[config.mk]
export PLATFORM = sky130hd
export DESIGN_NAME = vlc_table_walker_flat
export DESIGN_NICKNAME = d
export VERILOG_FILES = /design/src/rtl/vlc_pkg.sv /design/src/rtl/vlc_table_walker_if.sv /design/src/rtl/vlc_entry_sel.sv /design/src/rtl/vlc_table_walker.sv /design/src/flat_wrapper.sv
export SDC_FILE = /design/constraint.sdc
export NUM_CORES = 1
export LEC_CHECK = 0
export ABC_AREA = 1
export CORE_ASPECT_RATIO = 1.2
export CORE_MARGIN = 2
export CORE_UTILIZATION = 40
export CTS_BUF_LIST = sky130_fd_sc_hd__clkbuf_8 sky130_fd_sc_hd__clkbuf_16
export CTS_CLUSTER_SIZE = 12
export DETAILED_ROUTE_END_ITERATION = 8
export GPL_TIMING_DRIVEN = 1
export PLACE_DENSITY = 0.77
export SLEW_MARGIN = 20
export SYNTH_ARGS = -nofsm -noshare
export SYNTH_HDL_FRONTEND = slang
export SYNTH_SLANG_ARGS = --single-unit
[constraint.sdc]
create_clock -name clock -period 2.2 [get_ports clock]
set_clock_uncertainty 0.1 [all_clocks]
set_input_delay 0.66 -clock clock [delete_from_list [all_inputs] [get_ports clock]]
set_output_delay 0.66 -clock clock [all_outputs]
set_load 0.005 [all_outputs]
[src/rtl/vlc_pkg.sv]
// Shared constants for the VLC table walkers: per-table ROM roots, leaf flag position, FSM encoding.
// Latency: none (declarations only).
// Backpressure: n/a.
package vlc_pkg;

  // Root addresses of the trees in the shared coefficient/VLC table ROM.
  localparam logic [9:0] TABLE_B0_START = 10'h000;
  localparam logic [9:0] TABLE_B1_START = 10'h100;
  localparam logic [9:0] TABLE_B2_START = 10'h200;
  localparam logic [9:0] TABLE_B3_START = 10'h300;

  // The leaf flag is always the top bit of a tree entry.
  function automatic int leaf_pos(input int node_w);
    return node_w - 1;
  endfunction

  typedef enum logic [1:0] {
    ST_IDLE = 2'd0,
    ST_WALK = 2'd1,
    ST_DONE = 2'd2,
    ST_ERR  = 2'd3
  } vlc_state_e;

endpackage

[src/rtl/vlc_table_walker_if.sv]
// Bundles the walker's bitstream, ROM and result signals; master = walker, slave = its environment.
// Latency: none (wiring only).
// Backpressure: results are held by the walker until Ack_I; bit consumption is signalled by Shift_En_O.
interface vlc_table_walker_if #(
  parameter int ADDR_W = 10,
  parameter int NODE_W = 8,
  parameter int SEL_W  = 2,
  parameter int LEN_W  = 5
);
  logic                  Start_I;
  logic [SEL_W-1:0]      Table_Sel_I;
  logic                  Data_In_I;
  logic                  Data_Valid_I;
  logic                  Shift_En_O;
  logic                  Table_En_O;
  logic [ADDR_W-1:0]     Table_Addr_O;
  logic [2*NODE_W-1:0]   Table_Data_I;
  logic                  Valid_O;
  logic [NODE_W-2:0]     Symbol_O;
  logic [LEN_W-1:0]      Length_O;
  logic                  Error_O;
  logic                  Ack_I;
  logic                  Busy_O;

  modport master (
    input  Start_I, Table_Sel_I, Data_In_I, Data_Valid_I, Table_Data_I, Ack_I,
    output Shift_En_O, Table_En_O, Table_Addr_O, Valid_O, Symbol_O, Length_O, Error_O, Busy_O
  );

  modport slave (
    output Start_I, Table_Sel_I, Data_In_I, Data_Valid_I, Table_Data_I, Ack_I,
    input  Shift_En_O, Table_En_O, Table_Addr_O, Valid_O, Symbol_O, Length_O, Error_O, Busy_O
  );
endinterface

[src/rtl/vlc_entry_sel.sv]
// Picks the tree entry for the current bit, flags leaves and forms the next node's ROM address.
// Latency: combinational.
// Backpressure: none; the caller decides whether the result is used this cycle.
module vlc_entry_sel
  import vlc_pkg::*;
#(
  parameter int ADDR_W = 10,
  parameter int NODE_W = 8
) (
  input  logic                bit_i,
  input  logic [2*NODE_W-1:0] word_i,
  input  logic [ADDR_W-1:0]   base_i,
  output logic                leaf_o,
  output logic [NODE_W-2:0]   payload_o,
  output logic [ADDR_W-1:0]   next_addr_o
);
  localparam int LEAF  = leaf_pos(NODE_W);
  localparam int SUM_W = (ADDR_W > NODE_W - 1) ? ADDR_W : NODE_W - 1;

  logic [NODE_W-1:0] entry;
  logic [SUM_W-1:0]  sum;

  // Upper half of the ROM word belongs to bit 1; the index is added to the table root and wraps.
  always_comb begin
    entry       = bit_i ? word_i[2*NODE_W-1:NODE_W] : word_i[NODE_W-1:0];
    leaf_o      = entry[LEAF];
    payload_o   = entry[NODE_W-2:0];
    sum         = SUM_W'(base_i) + SUM_W'(entry[NODE_W-2:0]);
    next_addr_o = sum[ADDR_W-1:0];
  end
endmodule

[src/rtl/vlc_table_walker.sv]
// Walks a binary VLC tree one bitstream bit per cycle and returns the symbol and its code length.
// Latency: an N-bit code gives Valid_O N+1 cycles after Start_I; each Data_Valid_I-low cycle adds one.
// Backpressure: Symbol/Length (or Error) held until Ack_I; Start_I restarts a walk, ignored in DONE/ERR without Ack_I.
module vlc_table_walker
  import vlc_pkg::*;
#(
  parameter int ADDR_W     = 10,
  parameter int NODE_W     = 8,
  parameter int NUM_TABLES = 4,
  parameter int SEL_W      = 2,
  parameter logic [NUM_TABLES*ADDR_W-1:0] TABLE_BASE = {NUM_TABLES{ADDR_W'(0)}},
  parameter int MAX_LEN    = 16,
  parameter int LEN_W      = 5
) (
  input logic               clock,
  input logic               resetn,
  vlc_table_walker_if.master bus
);

  vlc_state_e        state_q, state_d;
  logic [SEL_W-1:0]  sel_q, sel_d;
  logic [ADDR_W-1:0] addr_q, addr_d;
  logic [LEN_W-1:0]  depth_q, depth_d;
  logic [NODE_W-2:0] sym_q, sym_d;
  logic [LEN_W-1:0]  len_q, len_d;

  logic              shift_en;
  logic              table_en;
  logic              restart;
  logic [LEN_W-1:0]  depth_inc;
  logic [ADDR_W-1:0] cur_root;
  logic [ADDR_W-1:0] new_root;
  logic              leaf;
  logic [NODE_W-2:0] payload;
  logic [ADDR_W-1:0] next_addr;

  function automatic logic [ADDR_W-1:0] root_of(input logic [SEL_W-1:0] sel);
    logic [ADDR_W-1:0] r;
    r = '0;
    for (int k = 0; k < NUM_TABLES; k++) begin
      if (int'(sel) == k) r = TABLE_BASE[k*ADDR_W +: ADDR_W];
    end
    return r;
  endfunction

  // Node indices are relative to the root of the table latched at Start_I.
  always_comb begin
    cur_root = root_of(sel_q);
    new_root = root_of(bus.Table_Sel_I);
  end

  vlc_entry_sel #(
    .ADDR_W (ADDR_W),
    .NODE_W (NODE_W)
  ) u_entry_sel (
    .bit_i       (bus.Data_In_I),
    .word_i      (bus.Table_Data_I),
    .base_i      (cur_root),
    .leaf_o      (leaf),
    .payload_o   (payload),
    .next_addr_o (next_addr)
  );

  // Next-state and ROM/shift control; a restart overrides whatever the walk would have done.
  always_comb begin
    state_d   = state_q;
    sel_d     = sel_q;
    addr_d    = addr_q;
    depth_d   = depth_q;
    sym_d     = sym_q;
    len_d     = len_q;
    shift_en  = 1'b0;
    table_en  = 1'b0;
    restart   = 1'b0;
    depth_inc = depth_q + 1'b1;

    case (state_q)
      ST_IDLE: restart = bus.Start_I;
      ST_WALK: begin
        if (bus.Start_I) begin
          restart = 1'b1;
        end else if (bus.Data_Valid_I) begin
          shift_en = 1'b1;
          if (leaf) begin
            sym_d   = payload;
            len_d   = depth_inc;
            state_d = ST_DONE;
          end else if (depth_inc == LEN_W'(MAX_LEN)) begin
            state_d = ST_ERR;
          end else begin
            addr_d   = next_addr;
            depth_d  = depth_inc;
            table_en = 1'b1;
          end
        end else begin
          // Stall: re-read the current node so the ROM output still matches it next cycle.
          table_en = 1'b1;
        end
      end
      ST_DONE, ST_ERR: begin
        if (bus.Ack_I) begin
          restart = bus.Start_I;
          state_d = ST_IDLE;
        end
      end
      default: state_d = ST_IDLE;
    endcase

    if (restart) begin
      sel_d    = bus.Table_Sel_I;
      addr_d   = new_root;
      depth_d  = '0;
      table_en = 1'b1;
      state_d  = ST_WALK;
    end
  end

  // State and result registers; reset drops any walk in progress.
  always_ff @(posedge clock or negedge resetn) begin
    if (!resetn) begin
      state_q <= ST_IDLE;
      sel_q   <= '0;
      addr_q  <= '0;
      depth_q <= '0;
      sym_q   <= '0;
      len_q   <= '0;
    end else begin
      state_q <= state_d;
      sel_q   <= sel_d;
      addr_q  <= addr_d;
      depth_q <= depth_d;
      sym_q   <= sym_d;
      len_q   <= len_d;
    end
  end

  assign bus.Shift_En_O   = shift_en;
  assign bus.Table_En_O   = table_en;
  assign bus.Table_Addr_O = addr_d;
  assign bus.Valid_O      = (state_q == ST_DONE);
  assign bus.Error_O      = (state_q == ST_ERR);
  assign bus.Busy_O       = (state_q != ST_IDLE);
  assign bus.Symbol_O     = sym_q;
  assign bus.Length_O     = len_q;

endmodule

[src/flat_wrapper.sv]
// flat-port wrapper written by rule: the top's interface ports become plain ports
module vlc_table_walker_flat import vlc_pkg::*;
#(
  parameter int ADDR_W     = 10,
  parameter int NODE_W     = 8,
  parameter int NUM_TABLES = 4,
  parameter int SEL_W      = 2,
  parameter logic [NUM_TABLES*ADDR_W-1:0] TABLE_BASE = {NUM_TABLES{ADDR_W'(0)}},
  parameter int MAX_LEN    = 16,
  parameter int LEN_W      = 5
)
  (clock, resetn, bus_Start_I, bus_Table_Sel_I, bus_Data_In_I, bus_Data_Valid_I, bus_Table_Data_I, bus_Ack_I, bus_Shift_En_O, bus_Table_En_O, bus_Table_Addr_O, bus_Valid_O, bus_Symbol_O, bus_Length_O, bus_Error_O, bus_Busy_O);
  vlc_table_walker_if #(.ADDR_W(ADDR_W), .NODE_W(NODE_W), .SEL_W(SEL_W), .LEN_W(LEN_W)) bus_i ();
  input logic clock;
  input logic resetn;
  input wire logic [$bits(bus_i.Start_I)-1:0] bus_Start_I;
  input wire logic [$bits(bus_i.Table_Sel_I)-1:0] bus_Table_Sel_I;
  input wire logic [$bits(bus_i.Data_In_I)-1:0] bus_Data_In_I;
  input wire logic [$bits(bus_i.Data_Valid_I)-1:0] bus_Data_Valid_I;
  input wire logic [$bits(bus_i.Table_Data_I)-1:0] bus_Table_Data_I;
  input wire logic [$bits(bus_i.Ack_I)-1:0] bus_Ack_I;
  output wire logic [$bits(bus_i.Shift_En_O)-1:0] bus_Shift_En_O;
  output wire logic [$bits(bus_i.Table_En_O)-1:0] bus_Table_En_O;
  output wire logic [$bits(bus_i.Table_Addr_O)-1:0] bus_Table_Addr_O;
  output wire logic [$bits(bus_i.Valid_O)-1:0] bus_Valid_O;
  output wire logic [$bits(bus_i.Symbol_O)-1:0] bus_Symbol_O;
  output wire logic [$bits(bus_i.Length_O)-1:0] bus_Length_O;
  output wire logic [$bits(bus_i.Error_O)-1:0] bus_Error_O;
  output wire logic [$bits(bus_i.Busy_O)-1:0] bus_Busy_O;
  assign bus_i.Start_I = bus_Start_I;
  assign bus_i.Table_Sel_I = bus_Table_Sel_I;
  assign bus_i.Data_In_I = bus_Data_In_I;
  assign bus_i.Data_Valid_I = bus_Data_Valid_I;
  assign bus_i.Table_Data_I = bus_Table_Data_I;
  assign bus_i.Ack_I = bus_Ack_I;
  assign bus_Shift_En_O = bus_i.Shift_En_O;
  assign bus_Table_En_O = bus_i.Table_En_O;
  assign bus_Table_Addr_O = bus_i.Table_Addr_O;
  assign bus_Valid_O = bus_i.Valid_O;
  assign bus_Symbol_O = bus_i.Symbol_O;
  assign bus_Length_O = bus_i.Length_O;
  assign bus_Error_O = bus_i.Error_O;
  assign bus_Busy_O = bus_i.Busy_O;
  vlc_table_walker #(.ADDR_W(ADDR_W), .NODE_W(NODE_W), .NUM_TABLES(NUM_TABLES), .SEL_W(SEL_W), .TABLE_BASE(TABLE_BASE), .MAX_LEN(MAX_LEN), .LEN_W(LEN_W)) u_core (.clock(clock), .resetn(resetn), .bus(bus_i));
endmodule
==> flow_metrics.py, run 1 <==
metrics = {
    "power": {
        "seq_power_share_pct": 34.5,
        "leakage_nw": 1.43,
        "intPower_mw": 1.48,
        "power_density_nw_per_um2": 816,
        "p_sw_mw": 0.741,
        "combPwrFrac_pct": 46.2,
        "switching_share_pct": 33.4,
        "worst_ir_drop_vdd_mv": 0.695,
        "power_mw": 2.22,
        "power_frac_clock_pct": 19.3,
    },
    "layout": {
        "nets": 323,
        "drive_above_1_share_pct": 45.0,
        "syn_to_final_growth_pct": 93.7,
        "post-route-util_pct": 81.3,
        "instances_no_fill": 335,
        "diodes": 0,
        "finalInstanceArea_um2": 2720,
    },
    "sta": {
        "rsz0062_at_grt": "yes",
        "tightest_slew_ps": 388,
        "fin_crit_sh_pct": 124,
        "fin_ws_ps": -528,
        "fin_crit_ps": 2730,
        "max_slew_margin_pct": 74.1,
        "drv_slew": 0,
        "holdWs_ps": 381,
        "clock.fmax_ghz": 0.367,
        "setup_violations": 14,
        "finalSetupTns_ps": -6140,
        "hold_violations": 0,
    },
    "critical_path": {
        "reg2reg_from": "u_core.depth_q[0]",
        "cp.arrival_ps": 1970,
        "r2r_setup_slack_ps": -450,
        "cp.required_ps": 1440,
        "crit_type": "flip-flop to output pin",
        "r2r-end": "u_core.addr_q[2]",
        "startpoint_type": "flip-flop",
        "reg2reg_depth": 18,
        "end_kind": "output pin",
        "cp_max_fo": 5,
    },
    "status": {
        "outcome": "finished, violations left",
        "violations": "setup timing",
    },
    "synthesis": {
        "synth_area_leaders": "dfrtp_1 (52%), nand2_1 (19%), nor2_1 (4.3%), a31oi_1 (4.0%), nand3_1 (3.6%)",
        "yosysUniqueCellTypes": 18,
        "ys_async_sr_fraction_pct": 100,
        "synth.most_common_cell": "nand2_1",
        "synth-edff-count": 0,
        "synth_top_area_share_pct": 51.8,
        "synth-seq-area-share_pct": 51.8,
        "synth_area_um2": 1400,
        "ys_ff_latch": 29,
        "synth_flop_cell": "dfrtp_1",
        "ys_warn_count": 0,
        "avgSynthCellArea_um2": 8.01,
        "synthesis.nets": 201,
        "ys_top_cells_by_count": "nand2_1 (72), dfrtp_1 (29), nor2_1 (16), inv_1 (13), nand3_1 (10)",
        "yosys.area.top_type": "dfrtp_1",
        "synth_cells": 175,
    },
    "placement": {
        "io_buffers": 48,
        "dpl.hpwl_mm": 2.67,
        "gp_congestion": 0.807,
        "place_ws_ps": -956,
        "dp_cells": 290,
        "place_area_um2": 2160,
    },
    "clock_network": {
        "htreeDepth": 2,
        "clk_latency_ps": 280,
        "cts_tree": "built",
        "root_buffer": "clkbuf_8",
        "cts-buffers-inserted": 5,
        "clk_transition_reported_paths_ps": 60,
        "cts.sinks": 29,
        "clockBufferDepth": 2,
    },
    "routing": {
        "post-route-drc-count": 0,
        "vias_per_cell": 4.95,
        "wire_per_inst_um": 15.6,
        "routed_wl_mm": 5.23,
        "drt_iter0_markers": 90,
        "first_pass_iters": 4,
        "vias": 1658,
        "antenna_left": 0,
    },
    "grt": {
        "overflow": 0,
        "grt_max_degree": 30,
        "grt_pass1_vias": 1622,
        "grt_pass1_wl_mm": 7.61,
        "antenna_found_initial": 0,
        "grt.total_usage_pct": 25.8,
    },
    "hold_path": {
        "hold_path.startpoint": "u_core.addr_q[6]",
        "min_to": "u_core.addr_q[6]",
        "hold-path-cell-count": 2,
        "min_path_type": "flip-flop to flip-flop",
    },
    "floorplanning": {
        "core-area_um2": 3340,
        "dieArea_um2": 3990,
        "dieHeight_um": 68.8,
        "start_util_pct": 42.0,
        "die-width_um": 58.0,
        "row_count": 23,
        "pin_count": 51,
    },
    "run": {
        "maxCapViolations": 0,
    },
}
-- critical path, stage by stage, from the launching register on --
cell	delay [ps]
dfrtp_1	470
ha_4	210
nand3_1	80
nand2_1	120
nand2_2	90
nand3_4	100
nand3_4	100
buf_4	160
inv_4	70
nand2_1	70
nand2_1	90
buf_2	130
-- how the worst max path moves through the flow --
stage,startpoint,endpoint,cells past startpoint
floorplan,bus_Data_In_I,bus_Table_Addr_O[0],10
global placement,bus_Data_In_I,bus_Table_Addr_O[5],10
detailed placement,bus_Data_In_I,bus_Table_Addr_O[1],10
CTS,u_core.depth_q[1],bus_Table_Addr_O[6],12
global route,u_core.depth_q[0],bus_Table_Addr_O[1],11
finish,u_core.depth_q[0],bus_Table_Addr_O[1],11
-- sequential cells by signal, summed over array words and instances (netlist names) --
| register | cells |
|---|---|
| u_core.addr_q | 10 |
| u_core.bus.Length_O | 5 |
| u_core.bus.Symbol_O | 7 |
| u_core.depth_q | 5 |
| u_core.state_q | 2 |
-- area by class of cell --
cell class,count,area (um2)
clock buffers,5,68.8
repair buffers,117,1020
fillers,185,623
flip-flops and latches,29,727
clock inverters,3,13.8
multi-input cells,125,748
inverters,18,82.6
well taps,37,46.3
repair inverters,1,7.51
-- repair_timing --
item / 4_1_cts / 5_1_grt
gates cloned: 1 / 0
pin swaps: 18 / 13
hold buffers: 0 / 0
endpoints found under the setup margin: 12 / 20
buffers inserted: 31 / 6
gates resized for setup: 101 / 23
-- power groups by stage --
stage	sequential, mW	combinational [mW]	clock [mW]
2_1_floorplan	0.770	0.317	0
3_3_place_gp	0.752	0.848	0
3_5_place_dp	0.757	0.863	0
4_1_cts	0.752	0.978	0.421
5_1_grt	0.774	1.11	0.448
6_report	0.765	1.02	0.428
-- placed cells by master (no fill, tap or decap), types with 2 or more instances in the layout --
master,instances
nand3_1,7
inv_2,5
nand2_4,6
nor2_1,11
nor2_4,5
buf_2,10
clkdlybuf4s50_1,27
buf_4,53
clkinv_2,2
ha_4,2
nand4_1,4
o21ai_0,5
inv_4,3
clkdlybuf4s15_2,2
nand2_2,15
dfrtp_1,28
nand2_1,54
clkbuf_8,5
a31oi_1,9
dlygate4sd2_1,3
buf_6,17
dlymetal6s2s_1,5
nand3_4,3
inv_1,10
-- routing by layer --
metal  share of wire, %  global-route usage [%]
met4                3.0                    9.30
met3                4.4                    3.36
met5                  0                       0
met2                 52                    47.6
met1                 41                    30.7
-- kinds of logic after synthesis --
family / Yosys count / share of synthesized area (%)
flops: 29 / 51.8
compound gates: 14 / 5.80
buf+inv: 21 / 7.32
simple gates: 109 / 33.3
fa+ha+maj: 2 / 1.79
Power figures use the tool's default switching activity.
==> inputs of run 2 (changes only) <==
Settings changed: CORE_ASPECT_RATIO 1.2 to unset.
==> run 2 against run 1 <==
  * Global-route usage decreased by 0.80 points
  * First-iteration DRC count down 28%
  * Sequential cell count did not move
  * Power increased by 1.5%
  * Largest power group unchanged
  * Register-to-register slack better by 90 ps
  * Maximum frequency is 1.8% higher
  * Clock power increased by 2%
  * The flow still finishes with violations (setup timing)
  * Die area about the same
  * Critical path depth shrank 2
  * Critical endpoint is now bus_Table_Addr_O[9]
  * Sequential share of layout area is 0.57 points lower
  * Non-clock buffer count rose by 4
  * Largest cell class unchanged
==> flow_metrics.py, run 2 (same netlist as run 1, synthesis figures left out) <==
metrics = {
    "status": {
        "outcome": "finished, violations left",
        "violations": "setup timing",
    },
    "clock_network": {
        "clk_transition_reported_paths_ps": 60,
        "htreeDepth": 2,
        "clockBufferDepth": 2,
        "root_buffer": "clkbuf_8",
        "cts-buffers-inserted": 5,
        "cts.sinks": 29,
        "cts_tree": "built",
        "clk_latency_ps": 280,
    },
    "routing": {
        "wire_per_inst_um": 14.2,
        "vias_per_cell": 4.83,
        "post-route-drc-count": 0,
        "drt_iter0_markers": 65,
        "vias": 1672,
        "routed_wl_mm": 4.92,
        "first_pass_iters": 4,
        "antenna_left": 0,
    },
    "sta": {
        "fin_crit_sh_pct": 122,
        "fin_ws_ps": -479,
        "fin_crit_ps": 2680,
        "max_slew_margin_pct": 75.4,
        "rsz0062_at_grt": "yes",
        "setup_violations": 12,
        "tightest_slew_ps": 370,
        "clock.fmax_ghz": 0.373,
        "hold_violations": 0,
        "drv_slew": 0,
    },
    "layout": {
        "top_register": "u_core.addr_q",
        "nets": 326,
        "final_cell_mix": "buf_4 (57), nand2_1 (52), dfrtp_1 (29)",
        "nFillCells": 201,
        "largest_reg_flops": 10,
        "syn_to_final_growth_pct": 97.6,
        "instances_no_fill": 346,
        "diodes": 0,
        "multi_input_area_um2": 759,
        "final_common_cell": "buf_4",
        "drive_above_1_share_pct": 45.7,
        "seqCellArea_um2": 726,
    },
    "critical_path": {
        "cpMostUsedCell": "nand3_4",
        "cp_slowest_stage_delay_ps": 400,
        "cp.required_ps": 1440,
        "worst_path_max_delay_cell": "dfrtp_1",
        "critPathLaunch": "u_core.depth_q[0]",
        "end_kind": "output pin",
        "startpoint_type": "flip-flop",
        "cp.arrival_ps": 1920,
        "path_cells": "buf_4, nand4_1, nand2_4, nand3_4, nand3_4, nand2_8, buf_8, nor2_4, buf_2",
        "cp_max_fo": 6,
        "crit_type": "flip-flop to output pin",
        "reg2reg_from": "u_core.depth_q[0]",
    },
    "floorplanning": {
        "start_util_pct": 41.7,
        "dieHeight_um": 63.2,
        "pin_count": 51,
        "row_count": 21,
        "die-width_um": 63.2,
        "dieArea_um2": 3990,
        "core-area_um2": 3360,
    },
    "power": {
        "power_mw": 2.25,
        "leakage_nw": 1.45,
        "worst_ir_drop_vdd_mv": 0.597,
        "power_density_nw_per_um2": 813,
    },
    "hold_path": {
        "min_path_type": "flip-flop to flip-flop",
        "hold_path.startpoint": "u_core.bus.Length_O[1]",
    },
    "grt": {
        "grt_max_degree": 30,
        "use_met1_pct": 27.1,
        "grt_pass1_wl_mm": 7.60,
        "grt.total_usage_pct": 25.0,
        "met3_usage_pct": 6.25,
        "grt_busiest_layer": "met2",
        "grt_pass1_vias": 1693,
        "overflow": 0,
        "grt_use_met2_pct": 44.9,
        "antenna_found_initial": 0,
    },
    "placement": {
        "io_buffers": 48,
        "dpl.hpwl_mm": 2.64,
        "gp_congestion": 0.790,
        "place_ws_ps": -946,
        "dp_cells": 306,
    },
    "run": {
        "maxCapViolations": 0,
    },
}
run 2: changes by cell type in the layout (fill, tap and decap cells not counted), sizes merged:
| cell | delta |
|---|---|
| dlygate4sd2 | -2 |
| clkinvlp | -1 |
| clkbuf | +2 |
| clkinv | -2 |
| buf | +6 |
| clkdlybuf4s15 | -1 |
run 2: per-layer routing:
metal,vias up,part of all wire [%]
met3,13,4.9
met2,57,53
met1,795,39
li1,807,-
met4,0,2.6
met5,-,0
run 2: final cells by class:
| class | count | share of cell area [%] |
|---|---|---|
| clock buffer | 6 | 2.98 |
| timing repair buffer | 121 | 38.1 |
| inverter | 18 | 3.07 |
| tap | 46 | 2.08 |
| multi-input combinational | 125 | 27.4 |
| clock inverter | 1 | 0.136 |
| sequential | 29 | 26.2 |
run 2: worst max-delay path: cells and delay by family (launching register included):
kind / cells / cell delay, ps
buffers and inverters: 3 / 420
and+or+nand+nor: 6 / 810
DFF: 1 / 400
run 2: report_power, final:
part	leakage [nW]	total (mW)	internal, mW	switching [mW]
logic	1.02	1.06	0.605	0.451
registers	0.376	0.757	0.673	0.0837
clock network	0.0485	0.437	0.243	0.194
total	1.45	2.25	1.52	0.729
run 2: path summary, 6_finish.rpt:
check,slack [ps],cells after the start,end
worst max-delay path,-480,9,bus_Table_Addr_O[9]
worst min-delay path,380,2,u_core.bus.Length_O[1]
worst max register to register,-360,18,u_core.bus.Length_O[2]
worst min register to register,380,2,u_core.bus.Length_O[1]
max in group asynchronous,1070,2,u_core.addr_q[1]
min in group asynchronous,660,2,u_core.addr_q[8]
run 2: repair_timing:
| item | in CTS | in global routing |
|---|---|---|
| pin swaps | 22 | 16 |
| setup endpoints to repair | 12 | 15 |
| setup buffers | 27 | 7 |
| resized for setup | 104 | 26 |
| endpoints found under the hold margin | 0 | 0 |
| hold buffers | 0 | 0 |
run 2: metrics by stage:
step | cell area [um2] | hold slack (ps) | utilization, % | TNS, ps
after floorplan | 1420 | 264 | - | 0
final | 2770 | 384 | 82.3 | -5170
after global routing | 2770 | 425 | 82.3 | -6240
after detailed placement | 2220 | 355 | 66.0 | -10640
after global placement | 2220 | 353 | 66.0 | -10450
after CTS | 2620 | 378 | 78.0 | -4610
